$ cat src/rtl/calc_mult_arbiter.sv
`default_nettype none
// ============================================================================
// Module   : calc_mult_arbiter
// Purpose  : Round-robin arbiter/sequencer sharing one multiplier core between
//            two requesters; launches, waits for DONE, returns product + ack.
// Revision : 1.0 - initial release
// ============================================================================
module calc_mult_arbiter #(
    parameter int WIDTH   = 16,
    parameter int TIMEOUT = 255
) (
    input  logic                 clk,
    input  logic                 rst_n,
    input  logic                 req0,
    input  logic [WIDTH-1:0]     a0,
    input  logic [WIDTH-1:0]     b0,
    input  logic                 req1,
    input  logic [WIDTH-1:0]     a1,
    input  logic [WIDTH-1:0]     b1,
    output logic                 ack0,
    output logic                 ack1,
    output logic [2*WIDTH-1:0]   result,
    output logic                 err,
    output logic                 busy,
    output logic                 core_init,
    output logic [WIDTH-1:0]     core_a,
    output logic [WIDTH-1:0]     core_b,
    input  logic                 core_done,
    input  logic [2*WIDTH-1:0]   core_result
);

    // Timeout fires on the last wait cycle so exactly TIMEOUT cycles are spent waiting.
    localparam logic [15:0] c_tmo_last = 16'(TIMEOUT - 1);

    typedef enum logic [1:0] {
        ST_IDLE      = 2'd0,
        ST_LAUNCH    = 2'd1,
        ST_WAIT_DONE = 2'd2,
        ST_RELEASE   = 2'd3
    } state_t;

    state_t               r_state;
    state_t               w_state_next;
    logic                 r_grant;
    logic                 r_last_grant;
    logic [15:0]          r_cnt;
    logic                 r_ack0;
    logic                 r_ack1;
    logic                 r_err;
    logic [2*WIDTH-1:0]   r_result;
    logic [WIDTH-1:0]     r_core_a;
    logic [WIDTH-1:0]     r_core_b;

    logic                 w_grant_valid;
    logic                 w_pick1;
    logic                 w_done_hit;
    logic                 w_timeout;

    // A stale DONE means the core has not yet returned to its load state.
    assign w_grant_valid = (r_state == ST_IDLE) && !core_done && (req0 || req1);
    assign w_pick1       = req1 && (!req0 || !r_last_grant);
    assign w_done_hit    = (r_state == ST_WAIT_DONE) && core_done;
    assign w_timeout     = (r_state == ST_WAIT_DONE) && !core_done && (r_cnt == c_tmo_last);

    always_ff @(posedge clk or negedge rst_n) begin
        if (!rst_n) begin
            r_state <= ST_IDLE;
        end else begin
            r_state <= w_state_next;
        end
    end

    always_comb begin
        w_state_next = r_state;
        case (r_state)
            ST_IDLE: begin
                if (w_grant_valid) begin
                    w_state_next = ST_LAUNCH;
                end
            end
            ST_LAUNCH: begin
                w_state_next = ST_WAIT_DONE;
            end
            ST_WAIT_DONE: begin
                if (w_done_hit || w_timeout) begin
                    w_state_next = ST_RELEASE;
                end
            end
            ST_RELEASE: begin
                if (!core_done) begin
                    w_state_next = ST_IDLE;
                end
            end
            default: begin
                w_state_next = ST_IDLE;
            end
        endcase
    end

    always_ff @(posedge clk or negedge rst_n) begin
        if (!rst_n) begin
            r_grant      <= 1'b0;
            r_last_grant <= 1'b1;
            r_cnt        <= 16'd0;
            r_ack0       <= 1'b0;
            r_ack1       <= 1'b0;
            r_err        <= 1'b0;
            r_result     <= '0;
            r_core_a     <= '0;
            r_core_b     <= '0;
        end else begin
            r_ack0 <= 1'b0;
            r_ack1 <= 1'b0;
            r_err  <= 1'b0;

            if (w_grant_valid) begin
                r_core_a     <= w_pick1 ? a1 : a0;
                r_core_b     <= w_pick1 ? b1 : b0;
                r_grant      <= w_pick1;
                r_last_grant <= w_pick1;
            end

            if (r_state == ST_LAUNCH) begin
                r_cnt <= 16'd0;
            end else if (r_state == ST_WAIT_DONE) begin
                r_cnt <= r_cnt + 16'd1;
            end

            if (w_done_hit) begin
                r_result <= core_result;
                r_ack0   <= !r_grant;
                r_ack1   <= r_grant;
            end else if (w_timeout) begin
                r_result <= '0;
                r_ack0   <= !r_grant;
                r_ack1   <= r_grant;
                r_err    <= 1'b1;
            end
        end
    end

    assign ack0      = r_ack0;
    assign ack1      = r_ack1;
    assign err       = r_err;
    assign result    = r_result;
    assign core_a    = r_core_a;
    assign core_b    = r_core_b;
    assign busy      = (r_state != ST_IDLE);
    assign core_init = (r_state == ST_LAUNCH);

endmodule
`default_nettype wire

$ cat config.mk
export PLATFORM = sky130hd
export DESIGN_NAME = calc_mult_arbiter
export DESIGN_NICKNAME = d
export VERILOG_FILES = /design/src/rtl/calc_mult_arbiter.sv
export SDC_FILE = /design/constraint.sdc
export NUM_CORES = 1
export LEC_CHECK = 0
export BUFFER_PORTS_ARGS = -buffer_cell sky130_fd_sc_hd__buf_2
export CELL_PAD_IN_SITES_DETAIL_PLACEMENT = 0
export CELL_PAD_IN_SITES_GLOBAL_PLACEMENT = 1
export CORE_ASPECT_RATIO = 1.4
export CORE_MARGIN = 2
export CORE_UTILIZATION = 35
export CTS_CLUSTER_DIAMETER = 60
export CTS_CLUSTER_SIZE = 14
export DETAILED_ROUTE_END_ITERATION = 8
export PLACE_DENSITY_LB_ADDON = 0.1
export SYNTH_ARGS = -nofsm -noshare
export SYNTH_HDL_FRONTEND = slang
export SYNTH_SLANG_ARGS = --single-unit
$ cat constraint.sdc
create_clock -name clk -period 2.4 [get_ports clk]
set_clock_uncertainty 0.1 [all_clocks]
set_input_delay 0.36 -clock clk [delete_from_list [all_inputs] [get_ports clk]]
set_output_delay 0.36 -clock clk [all_outputs]
set_load 0.005 [all_outputs]
* After elaboration in Yosys (flattened, before gate mapping)
Cells that the tools add are included.
** Cells by class
- Mux-type cells :: 16
- Equal/unequal tests :: 7
- Reductions and logical operators :: 18
- Add/sub/neg operators :: 1
** Operators with widths (number)
- 2-to-1 mux 16 bit :: 4
- 2-to-1 mux 32 bit :: 2
- adder 16 x 1 -> 16 bit (second input constant) :: 1
- == test 16 x 8 -> 1 bit (second input constant) :: 1
- one-hot mux 2 bit (4 select lines) :: 1
- logical AND 1 bit :: 6
- 2-to-1 mux 1 bit :: 6
- 2-to-1 mux 2 bit :: 3
- nonzero test 2 bit :: 3
- == test 2 bit (second input constant) :: 2
- logical NOT 1 bit :: 4
- inequality test 2 bit (second input constant) :: 2
- logical OR 1 bit :: 3
- AND reduction 3 bit :: 1
- == test 2 x 1 -> 1 bit (second input constant) :: 1
- logical NOT 2 bit :: 1
- inequality test 2 x 1 -> 1 bit (second input constant) :: 1
** Word-level totals
- Flip-flop bits (word level) :: 87
- Input port bits :: 101
- Output and inout port bits :: 69
- Word-level logic and storage cells :: 52

* Logic depth before layout (Yosys ltp)
Gate-level depths: netlist of run 1.
- Depth after elaboration :: 6
- Depth in mapped cells :: 8
- Depth with buffers taken out :: 6

* Worst setup path before layout of run 1
No wires, ideal clock.
- Path kind :: reg-to-reg
- From :: register r_cnt[0]
- To :: register r_result[10] (netlist: result[10])
- Cell stages (with the launch flop) :: 8
- Setup slack :: 0.320 ns
- Data required time :: 2.179 ns
- Arrival :: 1.859 ns
- Period minus slack after synthesis :: 2.080 ns
- Setup time :: 0.121 ns
- Path buffers :: 1
- Path through :: dfrtp_1 -> inv_1 -> ha_1 -> or4b_4 -> nor4_4 -> o21ai_4 -> buf_6 -> a22o_1
** On the way
- Cells in the longest elaborated chain, start to end :: 3
** Ends and longest elaborated chain
- start, declared :: RTL line 46 : logic [15:0] r_cnt;
- start signal, assigned :: RTL line 126 : r_cnt <= r_cnt + 16'd1;
- == test 16 x 8 -> 1 bit :: RTL line 63 : assign w_timeout = (r_state == ST_WAIT_DONE) && !core_done && (r_cnt == c_tmo_last);
- logical AND 1 bit :: RTL line 63
- nonzero test 2 bit (no source line)
- end signal, assigned :: RTL line 130 : r_result <= core_result;
- end, declared :: RTL line 50 : logic [2*WIDTH-1:0] r_result;
Every way passes these cells.
A chain may end at the register's enable or synchronous reset.

* Worst setup path after layout of run 1
- From :: register r_cnt[0]
- To :: register r_result[7] (netlist: result[7])
Same word-level chain as after synthesis.

==> results.sh, run 1 <==
export IMPL_fin_crit_ns=2.23
export IMPL_yosys_area_top_type_share=0.554
export IMPL_post_cts_setup_buffer_count=0
export IMPL_max_slew_margin=0.416
export IMPL_htreeDepth=3
export IMPL_synthAdderAreaFrac=0.0225
export IMPL_die_area_um2=12000
export IMPL_fin_setup_tns_ns=0
export IMPL_power_density_nw_per_um2=1190
export IMPL_start_util=0.359
export IMPL_firstDrtPassIters=4
export IMPL_synth_top_family_by_area="compound AO/OA/AOI/OAI gates"
export IMPL_numCtsBuffers=9
export IMPL_ios=170
export IMPL_finalSetupViolCount=0
export IMPL_synthMuxAreaShare=0.0905
export IMPL_num_fill_cells=1067
export IMPL_p_leak_nw=2.61
export IMPL_yosys_top_cells_area="dfrtp_1 55%, mux2i_1 8.8%, a22o_1 6.3%, a21oi_1 5.2%, nor2_1 4.3%"
export IMPL_syn_to_final_growth_pct=35.0
export IMPL_drt_wl_total_mm=9.43
export IMPL_fp_dieW_um=93.0
export IMPL_synth_simple_area_share=0.117
export IMPL_synth_xor_area_frac=0.0113
export IMPL_seq_area_um2=2180
export IMPL_finalHoldViolCount=0
export IMPL_end_kind="register"
export IMPL_rsz0062_at_grt="false"
export IMPL_cts_sinks=87
export IMPL_maxCapViolCount=0
export IMPL_avgSynthCellArea_um2=11.2
export IMPL_synth_area_um2=3880
export IMPL_rows=45
export IMPL_path_max_fanout=34
export IMPL_layout_commonest_cell="buf_2"
export IMPL_yosys_area_top_type="dfrtp_1"
export IMPL_status="finished clean"
export IMPL_vdd_drop_max_mv=0.517
export IMPL_cts_tree="done"
export IMPL_clk_latency_ns=0.33
export IMPL_layout_common_cells="168 x buf_2, 86 x dfrtp_1, 44 x nor2_1, 40 x a21oi_1, 34 x mux2i_1"
export IMPL_wl_per_cell_um=14.3
export IMPL_num_vias=3220
export IMPL_hold_class="input pin to register"
export IMPL_grt_start_max_net_pins=66
export IMPL_drv_slew=0
export IMPL_period_share=0.930
export IMPL_grt_pass1_wl_mm=15.1
export IMPL_root_buffer="clkbuf_16"
export IMPL_fp_coreArea_um2=10800
export IMPL_drc=0
export IMPL_synthCells=346
export IMPL_yosysUniqueCellTypes=43
export IMPL_grt_overflow_total=0
export IMPL_worstPathArrival_ns=2.36
export IMPL_drt_iter0_drc=172
export IMPL_vias_per_cell=4.88
export IMPL_finalNetCount=622
export IMPL_drive_gt1_frac=0.399
export IMPL_clockBufferDepth=2
export IMPL_antenna_cells=0
export IMPL_critPathKind="register to register"
export IMPL_synth_compound_area_frac=0.161
export IMPL_synthesis_nets=454
export IMPL_die_h_um=129
export IMPL_track_usage=0.162
export IMPL_antenna_found_initial=0
export IMPL_ys_seq_area_frac=0.561
export IMPL_multi_input_area_um2=1580
export IMPL_worstPathRequired_ns=2.52
export IMPL_hpwl_mm=6.92
export IMPL_dpl_cell_area_um2=4910
export IMPL_ys_warn_count=0
export IMPL_ant_nets=0
export IMPL_io_buffers=169
export IMPL_finalInstanceArea_um2=5250
export IMPL_worst_pin_slew_ns=0.873
export IMPL_fmax_mhz=448
export IMPL_clkTransAtPathRegs_ns=0.06
export IMPL_grt_pass1_vias=3065
export IMPL_worst_setup_path_start_kind="register"
export IMPL_ys_seq_elements=87
export IMPL_gp_congestion=0.772
## per-layer routing
layer / global-route usage / share of wire / vias to the layer above
met5: 0 / 0 / -
met4: 0.0666 / 0.019 / 0
li1: - / - / 1574
met3: 0.0404 / 0.054 / 11
met2: 0.275 / 0.51 / 98
met1: 0.196 / 0.42 / 1537
## worst max-delay path: stages (launching register included)
cell	delay (ns)
dfrtp_1	0.42
inv_1	0.09
ha_1	0.13
or4b_4	0.47
nor4_4	0.33
o21ai_4	0.28
a22o_2	0.29
## synth_stat cells, drive strengths merged
cell     n
clkbuf  11
xnor2    4
o21ai    9
nand2    9
nand4    2
inv     11
and2     2
a31oi    1
buf      9
o21a     2
a21oi   40
a21boi   1
o31ai    1
dfrtp   86
or4      3
mux2     1
o22ai    3
nor2b    1
or4b     1
nand2b   1
nor3b    2
or3      7
nor2    44
mux2i   34
or4bb    1
nand3    8
nor4     3
a22o    32
o31a     2
dfstp    1
ha       7
xor2     1
and3     1
nor3     4
a311o    1
## sequential cells by signal, indices dropped and copies added, names as in the netlist
register,flops
ack0,1
ack1,1
core_a,16
core_b,16
err,1
r_cnt,16
r_grant,1
r_last_grant,1
r_state,2
result,32
## through the flow
stage | util | total power [mW] | instances | setup slack (ns) | hold slack, ns
floorplan | - | 3.79 | 346 | 0.320 | -0.0356
global placement | 0.454 | 4.73 | 643 | 0.181 | 0.246
detailed placement | 0.454 | 4.80 | 643 | 0.168 | 0.253
CTS | 0.485 | 6.34 | 660 | 0.165 | 0.134
global route | 0.485 | 6.70 | 660 | 0.0532 | 0.137
finish | 0.485 | 6.23 | 660 | 0.167 | 0.149
## power breakdown
part           internal [mW]  switching (mW)
logic                   1.15            1.13
clock network          0.940           0.558
registers               2.09           0.360
## path summary, 6_finish.rpt
path                                      start                       end  slack [ns]  cells after the start
setup / recovery           r_cnt[0]$_DFFE_PN0P_     result[7]$_DFFE_PN0P_        0.17                      6
hold / removal                  core_result[20]    result[20]$_DFFE_PN0P_        0.15                      2
setup reg to reg           r_cnt[0]$_DFFE_PN0P_     result[7]$_DFFE_PN0P_        0.17                      6
hold reg to reg             r_grant$_DFFE_PN0P_            ack0$_DFF_PN0_        0.34                      1
max in group asynchronous                 rst_n  r_last_grant$_DFFE_PN1P_        1.09                      3
min in group asynchronous                 rst_n    result[20]$_DFFE_PN0P_        0.42                      2
## final cells by class
| class | count | area share |
|---|---|---|
| Timing Repair Buffer | 177 | 0.181 |
| Sequential cell | 87 | 0.415 |
| Inverter | 11 | 0.00787 |
| Clock buffer | 11 | 0.0463 |
| Clock inverter | 5 | 0.0155 |
| Multi-Input combinational cell | 228 | 0.301 |
| Tap cell | 141 | 0.0336 |
## cells by family after synthesis
family / count (synthesis)
adder cells (fa/ha/maj): 7
AO/OA/AOI/OAI: 92
XOR/XNOR: 5
buffers and inverters: 31
AND/OR/NAND/NOR: 89
flip-flops: 87
multiplexers: 35
## repair_timing
action,CTS,global route
hold buffers,1,0
hold endpoints to repair,33,0
resized for setup,0,1
endpoints found under the setup margin,0,3
(Power assumes the default switching activity.)
==> run 2: changes to the inputs <==
--- a/config.mk
+++ b/config.mk
@@ -10,7 +10,8 @@
 export CELL_PAD_IN_SITES_GLOBAL_PLACEMENT = 1
 export CORE_ASPECT_RATIO = 1.4
 export CORE_MARGIN = 2
-export CORE_UTILIZATION = 35
+export CORE_UTILIZATION = 37
+export CTS_BUF_LIST = sky130_fd_sc_hd__clkbuf_8
 export CTS_CLUSTER_DIAMETER = 60
 export CTS_CLUSTER_SIZE = 14
 export DETAILED_ROUTE_END_ITERATION = 8
==> results.sh, run 2 (synthesis results as in run 1) <==
export IMPL_maxCapViolCount=0
export IMPL_drt_wl_total_mm=9.76
export IMPL_grt_overflow_total=0
export IMPL_fin_crit_ns=2.29
export IMPL_grt_start_max_net_pins=65
export IMPL_drc=0
export IMPL_fmax_mhz=437
export IMPL_wl_per_cell_um=14.8
export IMPL_seqPwrFrac=0.426
export IMPL_layout_common_cells="168 x buf_2, 86 x dfrtp_1, 44 x nor2_1, 40 x a21oi_1, 34 x mux2i_1"
export IMPL_hold_class="input pin to register"
export IMPL_die_area_um2=11300
export IMPL_end_kind="register"
export IMPL_start_util=0.377
export IMPL_grt_pass1_vias=3169
export IMPL_post_cts_setup_buffer_count=0
export IMPL_status="finished clean"
export IMPL_pwr_share_comb=0.404
export IMPL_clockBufferDepth=2
export IMPL_reg2reg_from="r_cnt[0]$_DFFE_PN0P_"
export IMPL_syn_to_final_growth_pct=31.5
export IMPL_num_fill_cells=973
export IMPL_ios=170
export IMPL_period_share=0.953
export IMPL_finalHoldViolCount=0
export IMPL_track_usage=0.177
export IMPL_worstPathRequired_ns=2.56
export IMPL_clk_latency_ns=0.36
export IMPL_worstPathArrival_ns=2.45
export IMPL_antenna_cells=0
export IMPL_fin_setup_tns_ns=0
export IMPL_finalSetupViolCount=0
export IMPL_io_buffers=169
export IMPL_grt_pass1_wl_mm=15.9
export IMPL_hold_depth=2
export IMPL_max_slew_margin=0.442
export IMPL_finalNetCount=624
export IMPL_drv_slew=0
export IMPL_critPathKind="register to register"
export IMPL_worst_pin_slew_ns=0.834
export IMPL_vias_per_cell=4.90
export IMPL_multi_input_area_um2=1580
export IMPL_drive_gt1_frac=0.403
export IMPL_htreeDepth=3
export IMPL_switchingPower_mw=2.10
export IMPL_root_buffer="clkbuf_8"
export IMPL_r2r_cells=6
export IMPL_fp_coreArea_um2=10300
export IMPL_rr_endpoint="result[8]$_DFFE_PN0P_"
export IMPL_hold_end="result[17]$_DFFE_PN0P_"
export IMPL_firstDrtPassIters=4
export IMPL_seq_area_um2=2180
export IMPL_clkPwrFrac=0.171
export IMPL_hpwl_mm=7.28
export IMPL_die_h_um=125
export IMPL_largest_reg_flops=32
export IMPL_gp_congestion=0.801
export IMPL_rsz0062_at_grt="false"
export IMPL_finalInstanceArea_um2=5110
export IMPL_rows=44
export IMPL_p_sw_frac=0.366
export IMPL_dpl_cell_area_um2=4910
export IMPL_worst_setup_path_start_kind="register"
export IMPL_cts_tree="done"
export IMPL_path_max_fanout=34
export IMPL_r2r_slack_ns=0.11
export IMPL_p_leak_nw=2.55
export IMPL_ant_nets=0
export IMPL_vdd_drop_max_mv=0.657
export IMPL_numCtsBuffers=9
export IMPL_internal_power_mw=3.63
export IMPL_drt_iter0_drc=135
export IMPL_hp_start="core_result[17]"
export IMPL_fp_dieW_um=90.6
export IMPL_antenna_found_initial=0
export IMPL_layout_commonest_cell="buf_2"
export IMPL_cts_sinks=87
export IMPL_power_density_nw_per_um2=1120
export IMPL_num_vias=3229
export IMPL_clkTransAtPathRegs_ns=0.10
-- run 2: cell types whose count changed in the layout (fill, tap and decap cells not counted) --
cell,delta
clkinv_2,-1
bufinv_16,-2
clkinvlp_4,+2
clkinv_4,-1
clkbuf_16,-9
clkbuf_8,+8
buf_4,+3
inv_8,+2
clkbuf_1,-1
buf_12,-1
inv_6,+2
-- run 2: per-stage QoR --
stage / hold WS, ns / std cells / utilization / worst slack [ns] / total power, mW
floorplan: -0.0356 / 346 / - / 0.320 / 3.79
global placement: 0.266 / 642 / 0.477 / 0.164 / 4.75
detailed placement: 0.270 / 642 / 0.477 / 0.116 / 4.83
CTS: 0.0908 / 659 / 0.496 / 0.101 / 5.82
global route: 0.0828 / 659 / 0.496 / 0.0118 / 6.18
finish: 0.110 / 659 / 0.496 / 0.112 / 5.73
-- run 2: timing repair --
| item | CTS | global route |
|---|---|---|
| endpoints found under the hold margin | 38 | 0 |
| endpoints found under the setup margin | 0 | 8 |
| gates resized for setup | 0 | 1 |
| hold buffers | 1 | 0 |
-- run 2: routing by layer --
metal  global-route usage  vias to the layer above  wire length (um)
met5                    0                        -                 0
met4               0.0633                        0               191
met3               0.0470                       17               517
met2                0.301                       96              4940
met1                0.216                     1528              4110
li1                     -                     1588                 -
-- run 2: critical path, cell delays in order (launching register included) --
cell,delay (ns)
dfrtp_1,0.43
inv_1,0.09
ha_1,0.13
or4b_4,0.47
nor4_4,0.36
o21ai_4,0.28
a22o_2,0.29
-- run 2: worst max path at each step --
stage                          from                     end  depth (start not counted)
2_1_floorplan  r_cnt[0]$_DFFE_PN0P_  result[10]$_DFFE_PN0P_                          7
3_3_place_gp   r_cnt[0]$_DFFE_PN0P_   result[5]$_DFFE_PN0P_                          6
3_5_place_dp   r_cnt[0]$_DFFE_PN0P_   result[8]$_DFFE_PN0P_                          6
4_1_cts        r_cnt[0]$_DFFE_PN0P_   result[8]$_DFFE_PN0P_                          6
5_1_grt        r_cnt[0]$_DFFE_PN0P_   result[6]$_DFFE_PN0P_                          6
6_report       r_cnt[0]$_DFFE_PN0P_   result[8]$_DFFE_PN0P_                          6
-- run 2: area by class of cell --
type	count	share of cell area
flip-flops and latches	87	0.427
clock buffers	9	0.0243
inverters	11	0.00808
clock inverters	7	0.0122
repair buffers	179	0.186
well taps	138	0.0338
multi-input cells	228	0.309
-- run 2: power groups by stage --
stage	sequential [mW]	combinational (mW)	clock, mW
finish	2.44	2.31	0.979
global route	2.52	2.59	1.08
CTS	2.44	2.37	1.01
detailed placement	2.46	2.36	0
global placement	2.46	2.29	0
floorplan	2.50	1.29	0
